$ cat src/rtl/alu_unit.sv
// rtl/alu_unit.sv - 64-bit single-cycle-latency ALU with registered result and flags
module alu_unit (
  input  logic        clk,
  input  logic        reset,
  input  logic [63:0] A,
  input  logic [63:0] B,
  input  logic [3:0]  OP,
  input  logic        in_valid,
  output logic [63:0] O,
  output logic        Ovf,
  output logic        Zero,
  output logic        out_valid
);

  localparam logic [3:0] OP_AND  = 4'b0000;
  localparam logic [3:0] OP_OR   = 4'b0001;
  localparam logic [3:0] OP_ADD  = 4'b0010;
  localparam logic [3:0] OP_XOR  = 4'b0011;
  localparam logic [3:0] OP_SLL  = 4'b0100;
  localparam logic [3:0] OP_SRL  = 4'b0101;
  localparam logic [3:0] OP_SUB  = 4'b0110;
  localparam logic [3:0] OP_SLT  = 4'b0111;
  localparam logic [3:0] OP_SRA  = 4'b1000;
  localparam logic [3:0] OP_SLTU = 4'b1001;
  localparam logic [3:0] OP_NOR  = 4'b1100;

  logic [63:0] sum;
  logic [63:0] diff;
  logic [5:0]  shamt;
  logic        lt_signed;
  logic        lt_unsigned;
  logic [63:0] result;
  logic        result_ovf;

  // Shared arithmetic: wrap-around add/sub, shift amount, and true compares.
  // The signed compare uses $signed directly so it stays correct when A-B overflows.
  always_comb begin
    sum         = A + B;
    diff        = A - B;
    shamt       = B[5:0];
    lt_signed   = ($signed(A) < $signed(B));
    lt_unsigned = (A < B);
  end

  // Operation select; undefined codes yield zero with no overflow.
  always_comb begin
    result     = 64'd0;
    result_ovf = 1'b0;
    case (OP)
      OP_AND:  result = A & B;
      OP_OR:   result = A | B;
      OP_ADD: begin
        result     = sum;
        result_ovf = (A[63] == B[63]) && (sum[63] != A[63]);
      end
      OP_XOR:  result = A ^ B;
      OP_SLL:  result = A << shamt;
      OP_SRL:  result = A >> shamt;
      OP_SUB: begin
        result     = diff;
        result_ovf = (A[63] != B[63]) && (diff[63] != A[63]);
      end
      OP_SLT:  result = {63'd0, lt_signed};
      OP_SRA:  result = $unsigned($signed(A) >>> shamt);
      OP_SLTU: result = {63'd0, lt_unsigned};
      OP_NOR:  result = ~(A | B);
      default: begin
        result     = 64'd0;
        result_ovf = 1'b0;
      end
    endcase
  end

  // Result/flag registers load only on valid input; out_valid marks a fresh result.
  always_ff @(posedge clk or posedge reset) begin
    if (reset) begin
      O         <= 64'd0;
      Ovf       <= 1'b0;
      Zero      <= 1'b1;
      out_valid <= 1'b0;
    end else begin
      out_valid <= in_valid;
      if (in_valid) begin
        O    <= result;
        Ovf  <= result_ovf;
        Zero <= (result == 64'd0);
      end
    end
  end

endmodule

$ cat config.mk
export PLATFORM = sky130hd
export DESIGN_NAME = alu_unit
export DESIGN_NICKNAME = d
export VERILOG_FILES = /design/src/rtl/alu_unit.sv
export SDC_FILE = /design/constraint.sdc
export NUM_CORES = 1
export LEC_CHECK = 0
export ABC_CLOCK_PERIOD_IN_PS = 5040
export CORE_UTILIZATION = 30
export CTS_BUF_LIST = sky130_fd_sc_hd__clkbuf_4
export CTS_CLUSTER_DIAMETER = 60
export DETAILED_ROUTE_END_ITERATION = 8
export PLACE_DENSITY = 0.57
export REMOVE_ABC_BUFFERS = 1
export SETUP_SLACK_MARGIN = 0.2
export SKIP_LAST_GASP = 1
export SLEW_MARGIN = 15
export SYNTH_ARGS = -nofsm -noshare
export SYNTH_HDL_FRONTEND = slang
export SYNTH_SLANG_ARGS = --single-unit
$ cat constraint.sdc
create_clock -name clk -period 5.04 [get_ports clk]
set_input_delay 0.756 -clock clk [delete_from_list [all_inputs] [get_ports clk]]
set_output_delay 0.756 -clock clk [all_outputs]
set_load 0.01 [all_outputs]
==> summary.log, run 1 <==
[floorplanning] Die Footprint 92,900 um^2
[synthesis] syn_area_per_cell 7.34 um^2
[place] placer's final routability congestion estimate 1.13
[setup_path] Register-to-Register Setup Slack 4250 ps
[floorplanning] Std-Cell Rows 110
[place] port buffer count 201
[clock_network] H-tree depth 3
[timing] setup TNS after final layout -79.6 ps
[clock_network] latest clock arrival within the worst-skew pair 540 ps
[clock_network] hold buffer count at CTS 0
[timing] min setup slack post-route -79.6 ps
[clock_network] CTS tree yes
[synthesis] area share of the largest cell type after synthesis 11.0%
[timing] Final period util 102%
[global_routing] number of antenna violations at the first check in global routing 18
[timing] min cycle time layout 5120 ps
[timing] final setup skew 0 ps
[power] clock group share of total power 7.2%
[timing] Hold Fails Final Rpt 0
[drt] Vias 41,400
[finish] net total in the final layout 5,768
[power] overall power of the completed layout 0.00716 W
[drt] overall routed net length 230,000 um
[drt] initial drt markers 5,538
[floorplanning] count of pins on the block boundary 202
[setup_path] crit-path max FO 4
[global_routing] via count of the first global-routing pass 40,200
[global_routing] met1 routing resource usage after global routing 59.3%
[synthesis] most frequently used cell type in the post-synthesis netlist nor2_1
[floorplanning] Die Wd 305 um
[setup_path] Worst Setup Path Type primary input to flop
[timing] max_slew headroom 5.50%
[flow_run] max cap viols 0
[power] power share of the sequential group 9.3%
[power] reported leakage power 20.5 nW
[timing] number of endpoints failing setup at the final stage 1
[timing] setup repair after global routing missed its margin yes
[power] worst vdd rail ir drop 0.117 mV
[clock_network] number of sinks on the clock net 67
[clock_network] TritonCTS Buffers 9
[synthesis] async set-or-reset flop fraction in the synthesized netlist 100%
[global_routing] met3 usage 10.6%
[finish] final core utilization 50.1%
[synthesis] cell accounting for the most synthesized area mux4_2
[synthesis] number of cells produced by synthesis 3,746
[place] Post-DP Area 43,300 um^2
[synthesis] largest cells by area after synthesis mux4_2 11%, ha_1 9.1%, mux2i_1 6.1%
[floorplanning] starting utilization of the core area 30.4%
[floorplanning] area of the core 90,400 um^2
[synthesis] Yosys Warn Count 0
[place] cell count after placement 6,556
[global_routing] global routing usage summed across all routing layers 48.0%
[finish] summed area of non-filler cells in the final layout 45,300 um^2
[synthesis] commonest cells in the netlist 389 x nor2_1, 362 x nand2_1, 327 x a21oi_1
[clock_network] Clk pin slew, worst setup/hold paths 140 ps
[clock_network] buffer depth of the longest clock path 2
[synthesis] post-synth design cell area 27,500 um^2
[global_routing] M2 GR Usage 71.7%
[power] internal power 0.00354 W
[timing] Max Clock Freq 0.195 GHz
[synthesis] total of flip-flops plus latches after synthesis 67
[global_routing] wire length of the first global-routing pass 315,000 um
[place] HPWL Detailed 196,000 um
[clock_network] CTS root buffer clkbuf_4
[run_status] status finished with violations
[power] share of total power consumed by net switching 50.5%
[finish] Syn-to-layout area delta 64.7%
[drt] detailed-routing iteration count for the pre-antenna-repair pass 7
[drt] DRC violation count after routing 0
[worst_hold_path] class of the tightest hold or removal check primary input to asynchronous set/reset pin
[floorplanning] die height 305 um
[global_routing] remaining global-route overflow 0
[finish] non-filler instance count after layout 6,617
[synthesis] post-synthesis cell type count 112
[setup_path] critical path startpoint category primary input
[setup_path] Worst EP arrival 5600 ps
[drt] routed len/inst 34.7 um
[synthesis] portion of the post-synthesis area used by sequential elements 6.10%
[synthesis] Synth Flop Type dfrtp_1
[setup_path] nature of the critical path endpoint flop
[synthesis] EDFF count, synth 0
[finish] share of layout cells above drive strength 1 43.5%
[timing] fin. max-slew vios 0
[setup_path] required time at the endpoint of the critical path 5520 ps
[power] net switching power figure 0.00362 W
[global_routing] peak-usage layer in the global routing report met2
[global_routing] largest net degree at the start of global routing 69
[power] combinational power share 83.5%
[run_status] violations in the final reports negative setup slack
[timing] transition time at the pin with the least slew margin 1420 ps
[drt] residual antenna-violating net count after detailed routing 0
[drt] Via-to-Cell Ratio 6.25
[power] Power Dens Cells 158 nW/um^2
power by group through the flow:
| stage | Sequential (W) | Clock (W) | Combinational (W) |
|---|---|---|---|
| finish | 0.000667 | 0.000518 | 0.00597 |
| global route | 0.000680 | 0.000552 | 0.00613 |
| global placement | 0.000676 | 0 | 0.00550 |
| floorplan | 0.000716 | 0 | 0.00189 |
| detailed placement | 0.000677 | 0 | 0.00549 |
| CTS | 0.000668 | 0.000536 | 0.00571 |
registers in the layout (all words and copies together) (netlist names):
| name | cells |
|---|---|
| out_valid | 1 |
| Zero | 1 |
| O | 64 |
| Ovf | 1 |
final cells by class:
cell class / instances / area (um^2)
Fill cell: 9152 / 45100
Multi-Input combinational cell: 3114 / 24700
Timing Repair Buffer: 2019 / 16400
Sequential cell: 67 / 1680
Tap cell: 1176 / 1470
Inverter: 220 / 840
Clock inverter: 7 / 116
Clock buffer: 9 / 67.6
Antenna cell: 5 / 12.5
through the flow:
step                hold slack [ps]  worst slack (ps)
finish                          443             -79.6
CTS                             397               200
global route                    436             -24.7
global placement                462             -1790
detailed placement              466             -1850
floorplan                       497             -2020
repair_timing:
item | CTS | global route
pin swaps | 59 | 38
setup endpoints to repair | 11 | 4
setup buffers | 30 | 10
resized for setup | 285 | 78
cell families (layout without fill, tap and decap cells):
kind of cell,after synthesis,in the layout,synth area share (%)
xor gates and xnor gates,21,21,0.669
and+or+nand+nor,1219,1219,20.8
adders and majority gates,202,202,9.24
muxes,409,409,22.1
AOI/OAI and AO/OA,1263,1263,31.5
other,0,5,0
buffers and inverters,565,2255,9.63
DFF,67,67,6.10
final timing paths:
| kind | startpoint | end | cells past startpoint |
|---|---|---|---|
| setup / recovery | A[41] | Zero | 20 |
| hold / removal | reset | O[13] | 2 |
| setup reg to reg | Zero | Zero | 2 |
| hold reg to reg | O[57] | O[57] | 1 |
| max in group asynchronous | reset | O[40] | 3 |
| min in group clk | O[57] | O[57] | 1 |
worst max-delay path, cell delays in order:
cell             delay [ps]
clkdlybuf4s50_1         580
buf_4                   270
mux4_2                  480
buf_4                   160
nand2_1                  60
nand2_1                  70
o21ai_2                 150
buf_4                   190
nor2_1                   60
nor4_2                  360
buf_4                   180
nand4_1                 250
buf_4                   250
nor4_4                  250
buf_4                   160
nand4_1                 170
or4b_4                  580
nor3_4                  270
nand4_1                 140
o41ai_2                 220
placed cells by master, fill, tap and decap left out, types with 26 or more instances in the layout:
master and instances:
a211oi_1 49, a21oi_1 293, a21oi_2 29, a221oi_1 41
a22oi_1 42, a31oi_1 26, buf_12 57, buf_4 1740
clkdlybuf4s50_1 152, dfrtp_1 66, dlygate4sd2_1 32, ha_1 182
inv_1 194, mux2_2 85, mux2i_1 163, mux4_2 138
nand2_1 361, nand3_1 69, nand4_1 55, nor2_1 383
nor2b_1 35, nor3_1 74, nor4_1 45, o211ai_1 71
o21ai_0 169, o21bai_1 35, o221ai_1 41, o22ai_1 47
o31ai_1 34
metal layers:
layer	up-vias	routed length (um)
li1	17700	-
met1	20100	89700
met2	2812	94900
met3	761	22000
met4	22	22800
met5	-	138
No activity file was read; power rests on OpenSTA's default activity.
==> run 2, diff against run 1 <==
CORE_MARGIN = 2   (was default)
CTS_CLUSTER_SIZE = 28   (was default)
==> run 2 against run 1 <==
  * The flow finishes with violations (max-capacitance violations)
  * Global-route usage decreased by 0.67 points
  * Setup slack better by 110 ps
  * Worst hold slack better by 52 ps
  * Sequential share of layout area rose by 0.083 points
  * Register-to-register slack hardly changed
  * Core utilization decreased by 1.5 points
  * Critical path depth fell by 2
  * Clock power fell by 17%
  * Total power decreased by 2.9%
  * Largest cell class unchanged
  * Largest power group unchanged
  * Highest routed layer unchanged
==> summary.log, run 2 (synthesized netlist as in run 1, its figures left out) <==
[power] reported leakage power 20.0 nW
[global_routing] via count of the first global-routing pass 39,500
[clock_network] H-tree depth 3
[floorplanning] area of the core 91,200 um^2
[finish] Fill cells 9,453
[drt] overall routed net length 229,000 um
[clock_network] TritonCTS Buffers 9
[run_status] violations in the final reports max-capacitance violations
[timing] Hold Fails Final Rpt 0
[timing] Final period util 99.4%
[finish] most common cell after layout, fill and taps aside buf_4
[setup_path] Most common cell on crit path buf_4
[drt] routed len/inst 34.9 um
[finish] most frequent cells in the layout 1,702 x buf_4, 381 x nor2_1, 362 x nand2_1
[floorplanning] Die Wd 307 um
[finish] net total in the final layout 5,709
[flow_run] max cap viols 1
[setup_path] required time at the endpoint of the critical path 5530 ps
[power] worst vdd rail ir drop 0.117 mV
[global_routing] number of antenna violations at the first check in global routing 11
[timing] min cycle time layout 5010 ps
[floorplanning] Std-Cell Rows 111
[finish] max reg flops 64
[finish] final core utilization 48.5%
[timing] setup repair after global routing missed its margin yes
[setup_path] critical path startpoint category primary input
[place] port buffer count 201
[setup_path] worst path bufs/invs 5
[floorplanning] starting utilization of the core area 30.1%
[setup_path] nature of the critical path endpoint flop
[clock_network] latest clock arrival within the worst-skew pair 570 ps
[clock_network] buffer depth of the longest clock path 2
[clock_network] hold buffer count at CTS 0
[timing] transition time at the pin with the least slew margin 1420 ps
[setup_path] cell at the slowest stage of the critical path or4_1
[place] cell count after placement 6,533
[finish] non-filler instance count after layout 6,572
[global_routing] global routing usage summed across all routing layers 47.3%
[global_routing] remaining global-route overflow 0
[clock_network] Clk pin slew, worst setup/hold paths 130 ps
[timing] final setup skew 0 ps
[setup_path] Register-to-Register Setup Slack 4240 ps
[setup_path] worst path cell trace clkdlybuf4s50_1 > inv_1 > ha_1 > nand4_1 > or4_1 > o32a_1 > a21oi_1 > buf_4 > or3_1 > buf_4 > nor2_1 > a2111oi_2 > buf_4 > nor2_1 > mux2i_1 > o22ai_1 > or4_1 > o41ai_2
[floorplanning] Die Footprint 94,100 um^2
[drt] initial drt markers 5,584
[floorplanning] count of pins on the block boundary 202
[finish] Syn-to-layout area delta 61.0%
[global_routing] largest net degree at the start of global routing 106
[timing] number of endpoints failing setup at the final stage 0
[global_routing] wire length of the first global-routing pass 313,000 um
[worst_hold_path] class of the tightest hold or removal check flop to flop
[finish] share of layout cells above drive strength 1 41.7%
[run_status] status finished with violations
[finish] register with the highest flop count O
[finish] summed area of non-filler cells in the final layout 44,300 um^2
[setup_path] crit-path max FO 4
[timing] Max Clock Freq 0.200 GHz
[drt] Via-to-Cell Ratio 6.24
[clock_network] number of sinks on the clock net 67
[drt] detailed-routing iteration count for the pre-antenna-repair pass 6
[clock_network] CTS tree yes
[place] worst slack, placed -1500 ps
[setup_path] Worst EP arrival 5500 ps
[place] HPWL Detailed 196,000 um
[timing] max_slew headroom 2.80%
[timing] min setup slack post-route 31.2 ps
[place] Post-DP Area 43,000 um^2
[setup_path] Crit path max-delay family simple AND/OR/NAND/NOR gates
[timing] fin. max-slew vios 0
[clock_network] CTS root buffer clkbuf_4
[drt] residual antenna-violating net count after detailed routing 0
[setup_path] Worst Setup Path Type primary input to flop
[place] placer's final routability congestion estimate 1.13
[drt] Vias 41,000
[power] Power Dens Cells 157 nW/um^2
[setup_path] largest stage delay on the critical path 670 ps
[floorplanning] die height 307 um
[drt] DRC violation count after routing 0
==> run 2: cell count changes in the layout (fill, tap and decap cells not counted), moves of 7 or more <==
cell / previous run / this run
inv_2: 17 / 8
buf_6: 25 / 11
o31ai_2: 15 / 5
inv_1: 194 / 204
buf_12: 57 / 50
dlygate4sd2_1: 32 / 19
buf_4: 1740 / 1702
nor3_1: 74 / 81
a21oi_2: 29 / 14
clkdlybuf4s50_1: 152 / 172
a21oi_1: 293 / 303
o31ai_1: 34 / 45
==> run 2: layout make-up <==
class	count	area, um^2	area share, %
multi-input cells	3114	24300	54.9
repair buffers	1960	15800	35.7
flip-flops and latches	67	1680	3.79
well taps	1186	1480	3.35
inverters	220	836	1.89
clock inverters	7	68.8	0.155
clock buffers	9	67.6	0.153
diodes	9	22.5	0.0508
==> run 2: per-layer routing <==
layer,part of all wire (%),vias to the layer above,track usage [%]
met5,0.027,-,0
li1,-,17600,-
met1,39,20200,59.5
met3,9.2,621,9.00
met2,42,2647,72.4
met4,9.1,10,33.8
==> run 2: what timing repair did <==
action                     in CTS  in global routing
setup endpoints to repair       7                  3
gates resized for setup       206                 42
pin swaps                      39                 11
gates cloned                    0                  0
setup buffers                   9                  5
==> run 2: worst paths after layout <==
kind / cells after the start / start / to
worst max-delay path: 18 / B[34] / Zero
worst min-delay path: 1 / O[54] / O[54]
worst max register to register: 2 / Zero / Zero
worst min register to register: 1 / O[54] / O[54]
max in group asynchronous: 3 / reset / Zero
min in group asynchronous: 2 / reset / O[12]
==> run 2: report_power, final <==
part           switching (W)  internal (W)
sequential         0.0000481      0.000621
combinational        0.00325       0.00260
clock               0.000281      0.000148
total                0.00358       0.00337
==> run 2: stage by stage <==
step / power (W) / TNS, ps / hold WS, ps
2_1_floorplan: 0.00260 / -75000 / 497
3_3_place_gp: 0.00615 / -7280 / 462
3_5_place_dp: 0.00614 / -7470 / 468
4_1_cts: 0.00674 / 0 / 499
5_1_grt: 0.00716 / 0 / 517
6_report: 0.00695 / 0 / 495
